File: src/rtl/uart_tx.sv
// 8N1 UART transmitter with a one-entry holding buffer; start bit goes out one clock after acceptance.
// Each bit is held BAUD_END clocks; tx_rdy is low while the holding buffer is full (byte ignored, not lost).
module uart_tx #(
  parameter int BAUD_END = 434
) (
  input  logic       sclk,
  input  logic       s_rst_n,
  input  logic [7:0] tx_data,
  input  logic       tx_data_vld,
  output logic       tx_rdy,
  output logic       tx_busy,
  output logic       tx_done,
  output logic       rs232_tx
);

  typedef enum logic [1:0] {
    IDLE,
    START,
    DATA,
    STOP
  } state_e;

  localparam logic [8:0] BIT_LAST = 9'(BAUD_END - 1);
  localparam logic [8:0] DONE_AT  = 9'(BAUD_END - 2);

  state_e     state_q;
  logic [8:0] baud_cnt_q, baud_cnt_d;
  logic [2:0] bit_cnt_q;
  logic [7:0] shift_q;
  logic [7:0] buf_q, buf_d;
  logic       buf_full_q, buf_full_d;
  logic       tx_rdy_q;
  logic       tx_busy_q;
  logic       tx_done_q;
  logic       tx_q;

  logic       bit_end;
  logic       load;
  logic       accept;

  always_comb begin
    bit_end    = (baud_cnt_q == BIT_LAST);
    // The shifter takes the buffered byte when idle, or at the end of a stop bit for a zero-gap frame.
    load       = buf_full_q && ((state_q == IDLE) || ((state_q == STOP) && bit_end));
    accept     = tx_data_vld && tx_rdy_q;

    buf_full_d = buf_full_q;
    buf_d      = buf_q;
    if (load) begin
      buf_full_d = 1'b0;
    end else if (accept) begin
      buf_full_d = 1'b1;
      buf_d      = tx_data;
    end

    baud_cnt_d = '0;
    if ((state_q != IDLE) && !bit_end) begin
      baud_cnt_d = baud_cnt_q + 9'd1;
    end
  end

  always_ff @(posedge sclk or negedge s_rst_n) begin
    if (!s_rst_n) begin
      buf_q      <= '0;
      buf_full_q <= 1'b0;
      tx_rdy_q   <= 1'b1;
      baud_cnt_q <= '0;
    end else begin
      buf_q      <= buf_d;
      buf_full_q <= buf_full_d;
      tx_rdy_q   <= ~buf_full_d;
      baud_cnt_q <= baud_cnt_d;
    end
  end

  always_ff @(posedge sclk or negedge s_rst_n) begin
    if (!s_rst_n) begin
      state_q   <= IDLE;
      shift_q   <= '0;
      bit_cnt_q <= '0;
      tx_q      <= 1'b1;
      tx_busy_q <= 1'b0;
      tx_done_q <= 1'b0;
    end else begin
      // Registered one clock early so the pulse lines up with the last clock of the stop bit.
      tx_done_q <= (state_q == STOP) && (baud_cnt_q == DONE_AT);
      case (state_q)
        IDLE: begin
          if (load) begin
            shift_q   <= buf_q;
            state_q   <= START;
            tx_q      <= 1'b0;
            tx_busy_q <= 1'b1;
          end
        end
        START: begin
          if (bit_end) begin
            state_q   <= DATA;
            bit_cnt_q <= '0;
            tx_q      <= shift_q[0];
          end
        end
        DATA: begin
          if (bit_end) begin
            if (bit_cnt_q == 3'd7) begin
              state_q <= STOP;
              tx_q    <= 1'b1;
            end else begin
              shift_q   <= {1'b0, shift_q[7:1]};
              bit_cnt_q <= bit_cnt_q + 3'd1;
              tx_q      <= shift_q[1];
            end
          end
        end
        STOP: begin
          if (bit_end) begin
            if (load) begin
              shift_q <= buf_q;
              state_q <= START;
              tx_q    <= 1'b0;
            end else begin
              state_q   <= IDLE;
              tx_busy_q <= 1'b0;
            end
          end
        end
        default: begin
          state_q   <= IDLE;
          tx_q      <= 1'b1;
          tx_busy_q <= 1'b0;
        end
      endcase
    end
  end

  assign tx_rdy   = tx_rdy_q;
  assign tx_busy  = tx_busy_q;
  assign tx_done  = tx_done_q;
  assign rs232_tx = tx_q;

endmodule

File: config.mk
export PLATFORM = sky130hd
export DESIGN_NAME = uart_tx
export DESIGN_NICKNAME = d
export VERILOG_FILES = /design/src/rtl/uart_tx.sv
export SDC_FILE = /design/constraint.sdc
export NUM_CORES = 1
export LEC_CHECK = 0
export ABC_CLOCK_PERIOD_IN_PS = 4950
export BUFFER_PORTS_ARGS = -buffer_cell sky130_fd_sc_hd__buf_2
export CORE_ASPECT_RATIO = 0.5
export CORE_UTILIZATION = 50
export CTS_BUF_LIST = sky130_fd_sc_hd__clkbuf_2 sky130_fd_sc_hd__clkbuf_4 sky130_fd_sc_hd__clkbuf_8
export DETAILED_ROUTE_END_ITERATION = 10
export PLACE_DENSITY = 0.69
export SETUP_SLACK_MARGIN = 0.05
export SYNTH_ARGS = -nofsm -noshare
export SYNTH_HDL_FRONTEND = slang
export SYNTH_SLANG_ARGS = --single-unit
export TNS_END_PERCENT = 5
File: constraint.sdc
create_clock -name sclk -period 4.95 [get_ports sclk]
set_input_delay 0.495 -clock sclk [delete_from_list [all_inputs] [get_ports sclk]]
set_output_delay 0.495 -clock sclk [all_outputs]
set_load 0.05 [all_outputs]
==> results of run 1 <==
[area by class of cell]
class | instances | share of cell area
Timing Repair Buffer | 14 | 0.0343
Multi-Input combinational cell | 115 | 0.435
Sequential cell | 35 | 0.430
Clock inverter | 1 | 0.0147
Inverter | 8 | 0.0147
Tap cell | 51 | 0.0312
Clock buffer | 7 | 0.0410
[per-layer routing]
layer	vias to the layer above	track usage	routed length, um
li1	615	-	-
met1	615	0.230	1570
met2	10	0.287	1460
met3	8	0.0560	90
met4	0	0.0733	51
met5	-	0	0
[sequential cells by signal, indices dropped and copies added (netlist names)]
register    flops
baud_cnt_q      9
buf_q           8
shift_q         8
bit_cnt_q       3
state_q         2
buf_full_q      1
rs232_tx        1
tx_busy         1
tx_done         1
tx_rdy          1
[power groups by stage]
stage	clock (W)	sequential, W	combinational [W]
after global routing	0.000277	0.000491	0.000577
after CTS	0.000267	0.000479	0.000521
after floorplan	0	0.000501	0.000381
after detailed placement	0	0.000482	0.000518
final	0.000260	0.000478	0.000516
after global placement	0	0.000480	0.000507
[worst min path at each step]
stage	end	slack [ps]
CTS	shift_q[2]	310
global route	shift_q[6]	350
floorplan	baud_cnt_q[0]	200
finish	shift_q[2]	290
global placement	rs232_tx	470
detailed placement	shift_q[3]	480
[critical path: cells and delay by family (launching register included)]
kind,cells,cell delay [ps]
flops,1,400
mux,1,350
compound gates,1,560
fa+ha+maj,1,190
simple gates,2,510
buf+inv,1,90
[cells by family (layout without fill, tap and decap cells)]
| logic type | after synthesis | after routing | share of synthesized area |
|---|---|---|---|
| muxes | 8 | 8 | 0.0498 |
| adders and majority gates | 10 | 10 | 0.0692 |
| buffers and inverters | 11 | 30 | 0.0235 |
| DFF | 35 | 35 | 0.485 |
| and+or+nand+nor | 48 | 48 | 0.169 |
| xor gates and xnor gates | 5 | 5 | 0.0242 |
| AOI/OAI and AO/OA | 44 | 44 | 0.178 |
[layout by cell type, fill, tap and decap left out, drive strengths merged, types with 3 or more instances in the layout]
| cell | count |
|---|---|
| o22a | 8 |
| nand2b | 3 |
| nor2 | 12 |
| nand3 | 3 |
| dfrtp | 33 |
| mux2 | 8 |
| inv | 8 |
| buf | 14 |
| nand2 | 14 |
| xnor2 | 3 |
| ha | 10 |
| and3 | 4 |
| o21a | 7 |
| o21ai | 9 |
| a21oi | 5 |
| or2 | 3 |
| clkbuf | 7 |
| a22o | 5 |
[through the flow]
stage | setup WS (ps) | utilization
4_1_cts | 2720 | 0.592
3_3_place_gp | 2780 | 0.559
3_5_place_dp | 2740 | 0.559
6_report | 2720 | 0.592
2_1_floorplan | 2960 | -
5_1_grt | 2620 | 0.592
==> impl_metrics.py, run 1 <==
metrics = {
    "power_and_ir_drop": {
        "power.internal_w": 0.000791,
        "power_w": 0.00125,
        "swShare": 0.369,
        "seq_power_share": 0.381,
        "power_leakage_nw": 0.940,
        "vdd_drop_max_mv": 0.228,
        "power.density_nw_per_um2": 613,
        "pwr-share-clk": 0.208,
        "power_switching_w": 0.000463,
        "power_frac_comb": 0.412,
    },
    "timing": {
        "clock_skew_ps": 7.38,
        "whs_ps": 286,
        "final_max_slew_viol_count": 0,
        "finalCriticalPeriod_ps": 2230,
        "fmax_mhz": 448,
        "tns_ps": 0,
        "finalHoldViolCount": 0,
        "tightest_slew_ps": 784,
        "setup_viol": 0,
        "maxSlewHeadroom": 0.477,
        "period_share": 0.451,
        "rsz0062_at_grt": "false",
    },
    "worst_setup_path": {
        "timing.reg2reg.setup_slack_ps": 2720,
        "worstPathRequired_ps": 5120,
        "cp.arrival_ps": 2400,
        "critical_path.endpoint_type": "flip-flop",
        "r2r_start": "baud_cnt_q[1]",
        "crit_path_max_fanout": 8,
        "critPathSlowestCell": "o31ai_2",
        "r2r_end": "buf_q[3]",
        "crit_end": "buf_q[3]",
        "crit_type": "reg2reg",
        "max_stage_delay_ps": 560,
        "crit_chain": "inv_1 -> ha_1 -> nand4bb_4 -> o31ai_2 -> nand3b_4 -> mux2_2",
        "cp-startpoint": "baud_cnt_q[1]",
        "reg2reg_depth": 6,
        "start_kind": "flip-flop",
    },
    "cts": {
        "ctsLongestPathBuffers": 2,
        "cts_hold_buf": 0,
        "cts_setup_buffers": 0,
        "cts_resized": 0,
        "cts_tree": "done",
        "cts_root_buf": "clkbuf_8",
        "htreeDepth": 2,
        "clk_pin_slew_ps": 70,
        "clock-sinks": 35,
        "clkLatencyLatePin_ps": 290,
        "cts_made_buffers": 5,
    },
    "floorplanning": {
        "die_area_sq_um": 3880,
        "rows": 15,
        "initial_core_util": 0.524,
        "die_y_um": 44.5,
        "num_io_pins": 15,
        "coreArea_sq_um": 3450,
        "die_w_um": 87.1,
    },
    "logic_synthesis": {
        "ys_seq_elements": 35,
        "async_flop_share": 1.00,
        "synth_edf_count": 0,
        "synth_top_area_frac": 0.456,
        "synth_commonest_cells": "33 x dfrtp_1, 14 x nand2_1, 10 x ha_1, 10 x nor2_1, 9 x o21ai_0",
        "yosys_warnings": 0,
        "syn-num-nets": 182,
        "synthCells": 161,
        "yosysTopAreaCell": "dfrtp_1",
        "syn_avg_cell_area_sq_um": 11.2,
        "syn_area_sq_um": 1810,
        "synth_area_leaders": "dfrtp_1 46%, ha_1 6.9%, mux2_2 5.0%, o22a_1 3.9%, dfstp_2 2.9%",
        "yosysMostFrequentCell": "dfrtp_1",
        "seq_area_frac_synth": 0.485,
        "ys.flop_type": "dfrtp_1",
        "yosysUniqueCellTypes": 41,
    },
    "placed_design": {
        "gp_congestion": 0.758,
        "hpwl_mm": 2.22,
        "io_buffer_count": 14,
        "dp.cells": 223,
        "placed_cell_area_sq_um": 1930,
    },
    "routing": {
        "ant_nets": 0,
        "wl_mm": 3.18,
        "drc": 2,
        "first_iter_violations": 37,
        "wl_per_cell_um": 13.7,
        "vias": 1248,
        "drtPass1Iterations": 7,
        "viasPerCell": 5.40,
    },
    "cells_and_area": {
        "syn_to_final_growth_pct": 13.0,
        "register_area_sq_um": 878,
        "instances_no_fill": 231,
        "multi_input_area_sq_um": 888,
        "finalInstanceArea_sq_um": 2040,
        "drive_gt1_frac": 0.256,
        "n_fill_cell": 309,
        "finalNetCount": 200,
        "n_antenna_cell": 0,
    },
    "run_status": {
        "status": "finished, violations left",
        "violations": "design-rule violations",
    },
    "grt": {
        "antenna_found_initial": 0,
        "grt_pass1_vias": 1144,
        "grtUsageTotal": 0.179,
        "grt_max_degree": 36,
        "grt_pass1_wl_mm": 5.14,
        "grt_overflow_total": 0,
    },
    "worst_hold_path": {
        "hold_path.class": "in2async",
    },
    "flow_run": {
        "cap_violations": 0,
    },
}
Power figures use the tool's default switching activity.
==> inputs of run 2 (changes only) <==
--- a/config.mk
+++ b/config.mk
@@ -5,13 +5,13 @@
 export SDC_FILE = /design/constraint.sdc
 export NUM_CORES = 1
 export LEC_CHECK = 0
-export ABC_CLOCK_PERIOD_IN_PS = 4950
+export ABC_CLOCK_PERIOD_IN_PS = 1800
 export BUFFER_PORTS_ARGS = -buffer_cell sky130_fd_sc_hd__buf_2
 export CORE_ASPECT_RATIO = 0.5
 export CORE_UTILIZATION = 50
 export CTS_BUF_LIST = sky130_fd_sc_hd__clkbuf_2 sky130_fd_sc_hd__clkbuf_4 sky130_fd_sc_hd__clkbuf_8
 export DETAILED_ROUTE_END_ITERATION = 10
-export PLACE_DENSITY = 0.69
+export PLACE_DENSITY = 0.71
 export SETUP_SLACK_MARGIN = 0.05
 export SYNTH_ARGS = -nofsm -noshare
 export SYNTH_HDL_FRONTEND = slang
==> constraint.sdc (replaced) <==
create_clock -name sclk -period 1.8 [get_ports sclk]
set_input_delay 0.18 -clock sclk [delete_from_list [all_inputs] [get_ports sclk]]
set_output_delay 0.18 -clock sclk [all_outputs]
set_load 0.05 [all_outputs]
==> run 2 against run 1 <==
  * The run ends with negative setup slack left
  * Sequential share of layout area down 5.8 points
  * Maximum frequency up 22%
  * Largest power group unchanged
  * Cell count increased by 13%
  * Die area is the same
  * Non-clock buffer count increased by 30
  * Via count rose by 7.2%
  * Global-route usage increased by 2.2 points
  * First-iteration DRC count increased by 70%
  * Register-to-register slack worse by 2700 ps
  * Critical path depth is the same
  * Worst hold slack got worse by 170 ps
  * Utilization increased by 9.3 points
==> impl_metrics.py, run 2 (same netlist as run 1, synthesis figures left out) <==
metrics = {
    "routing": {
        "wl_mm": 3.47,
        "vias": 1338,
        "first_iter_violations": 63,
        "wl_per_cell_um": 13.3,
        "viasPerCell": 5.13,
        "ant_nets": 0,
        "drtPass1Iterations": 4,
        "drc": 0,
    },
    "cts": {
        "clk_pin_slew_ps": 80,
        "cts_root_buf": "clkbuf_8",
        "ctsLongestPathBuffers": 2,
        "clock-sinks": 35,
        "cts_tree": "done",
        "htreeDepth": 2,
        "cts_made_buffers": 5,
        "clkLatencyLatePin_ps": 290,
    },
    "worst_hold_path": {
        "hold_path.class": "in2reg",
        "hp-start": "tx_data[7]",
    },
    "worst_setup_path": {
        "worstPathRequired_ps": 1980,
        "cp-startpoint": "baud_cnt_q[1]",
        "r2r_start": "baud_cnt_q[1]",
        "timing.reg2reg.setup_slack_ps": -30,
        "start_kind": "flip-flop",
        "cp.arrival_ps": 2010,
        "crit_type": "reg2reg",
        "critical_path.endpoint_type": "flip-flop",
        "crit_path_max_fanout": 8,
    },
    "cells_and_area": {
        "finalNetCount": 230,
        "syn_to_final_growth_pct": 30.7,
        "layout_commonest_cell": "dfrtp_1",
        "largest-register": "baud_cnt_q",
        "final_cell_mix": "33 x dfrtp_1, 29 x buf_4, 14 x nand2_1, 14 x buf_2, 9 x nor2_1",
        "reg_top3": "baud_cnt_q (9), buf_q (8), shift_q (8)",
        "drive_gt1_frac": 0.395,
        "post-route-util": 0.685,
        "instances_no_fill": 261,
        "n_fill_cell": 266,
        "n_antenna_cell": 0,
        "largest_reg_flops": 9,
    },
    "timing": {
        "setup_ws_ps": -32.7,
        "finalCriticalPeriod_ps": 1830,
        "finalHoldViolCount": 0,
        "period_share": 1.02,
        "final_max_slew_viol_count": 0,
        "rsz0062_at_grt": "true",
        "tns_ps": -228,
        "maxSlewHeadroom": 0.482,
        "tightest_slew_ps": 777,
        "setup_viol": 9,
        "clock_skew_ps": 6.75,
        "fmax_mhz": 546,
    },
    "placed_design": {
        "hpwl_mm": 2.47,
        "io_buffer_count": 14,
        "gp_congestion": 0.772,
        "dp.cells": 249,
    },
    "floorplanning": {
        "die_y_um": 44.5,
        "num_io_pins": 15,
        "rows": 15,
        "die_area_sq_um": 3880,
        "initial_core_util": 0.524,
        "coreArea_sq_um": 3450,
        "die_w_um": 87.1,
    },
    "power_and_ir_drop": {
        "power.internal_w": 0.00265,
        "pwr-share-clk": 0.208,
        "power_w": 0.00408,
        "power.density_nw_per_um2": 1730,
        "power_leakage_nw": 1.13,
        "power_switching_w": 0.00143,
        "vdd_drop_max_mv": 0.530,
        "swShare": 0.351,
        "power_frac_comb": 0.473,
        "seq_power_share": 0.319,
    },
    "run_status": {
        "status": "finished, violations left",
        "violations": "negative setup slack",
    },
    "grt": {
        "met1_usage": 0.249,
        "gr-max-usage-layer": "met2",
        "grt_max_degree": 36,
        "grtUsageTotal": 0.201,
        "grt_pass1_wl_mm": 5.82,
        "antenna_found_initial": 0,
        "grt_pass1_vias": 1348,
        "grt_util_met3": 0.0616,
        "grt_overflow_total": 0,
        "met2_usage": 0.340,
    },
    "flow_run": {
        "cap_violations": 0,
    },
}
[run 2: cell type report]
class                   count  area (sq um)  area share
clock inverters             3          67.6      0.0286
multi-input cells         115           958       0.405
flip-flops and latches     35           878       0.371
repair buffers             44           298       0.126
well taps                  51          63.8      0.0270
inverters                   8          30.0      0.0127
clock buffers               5          68.8      0.0291
[run 2: path summary, 6_finish.rpt]
kind                            cells past startpoint             to
worst max-delay path                                6       buf_q[0]
worst min-delay path                                2       buf_q[7]
worst max register to register                      6       buf_q[0]
worst min register to register                      2       rs232_tx
max in group asynchronous                           2  baud_cnt_q[2]
min in group asynchronous                           2     shift_q[5]
[run 2: worst max-delay path, cell delays in order (launching register included)]
cell and delay (ps):
dfrtp_1 390, inv_2 80, ha_4 130, nand4bb_4 170
o31ai_4 330, nand3b_4 300, mux2_4 320
[run 2: timing repair]
action | in CTS | in global routing
setup buffers | 1 | 2
endpoints found under the setup margin | 18 | 22
pin swaps | 5 | 5
endpoints found under the hold margin | 33 | 0
gates resized for setup | 5 | 12
gates cloned | 0 | 0
hold buffers | 1 | 0
[run 2: routing by layer]
layer	up-vias	share of wire
li1	675	-
met1	642	0.51
met2	16	0.46
met3	5	0.027
met4	0	0.0098
met5	-	0
[run 2: power by group through the flow]
stage          Sequential, W  Clock [W]  Combinational, W
2_1_floorplan        0.00138          0           0.00106
3_3_place_gp         0.00129          0           0.00172
3_5_place_dp         0.00131          0           0.00178
4_1_cts              0.00130   0.000867           0.00182
5_1_grt              0.00133   0.000898           0.00213
6_report             0.00130   0.000851           0.00193
[run 2: stage by stage]
stage / cell area, sq um / hold slack [ps] / setup slack, ps
after global routing: 2360 / 104 / -110
after CTS: 2300 / 107 / -42.5
after detailed placement: 2130 / 303 / -136
after floorplan: 1820 / -116 / -96.9
after global placement: 2130 / 294 / -92.2
final: 2360 / 117 / -32.7
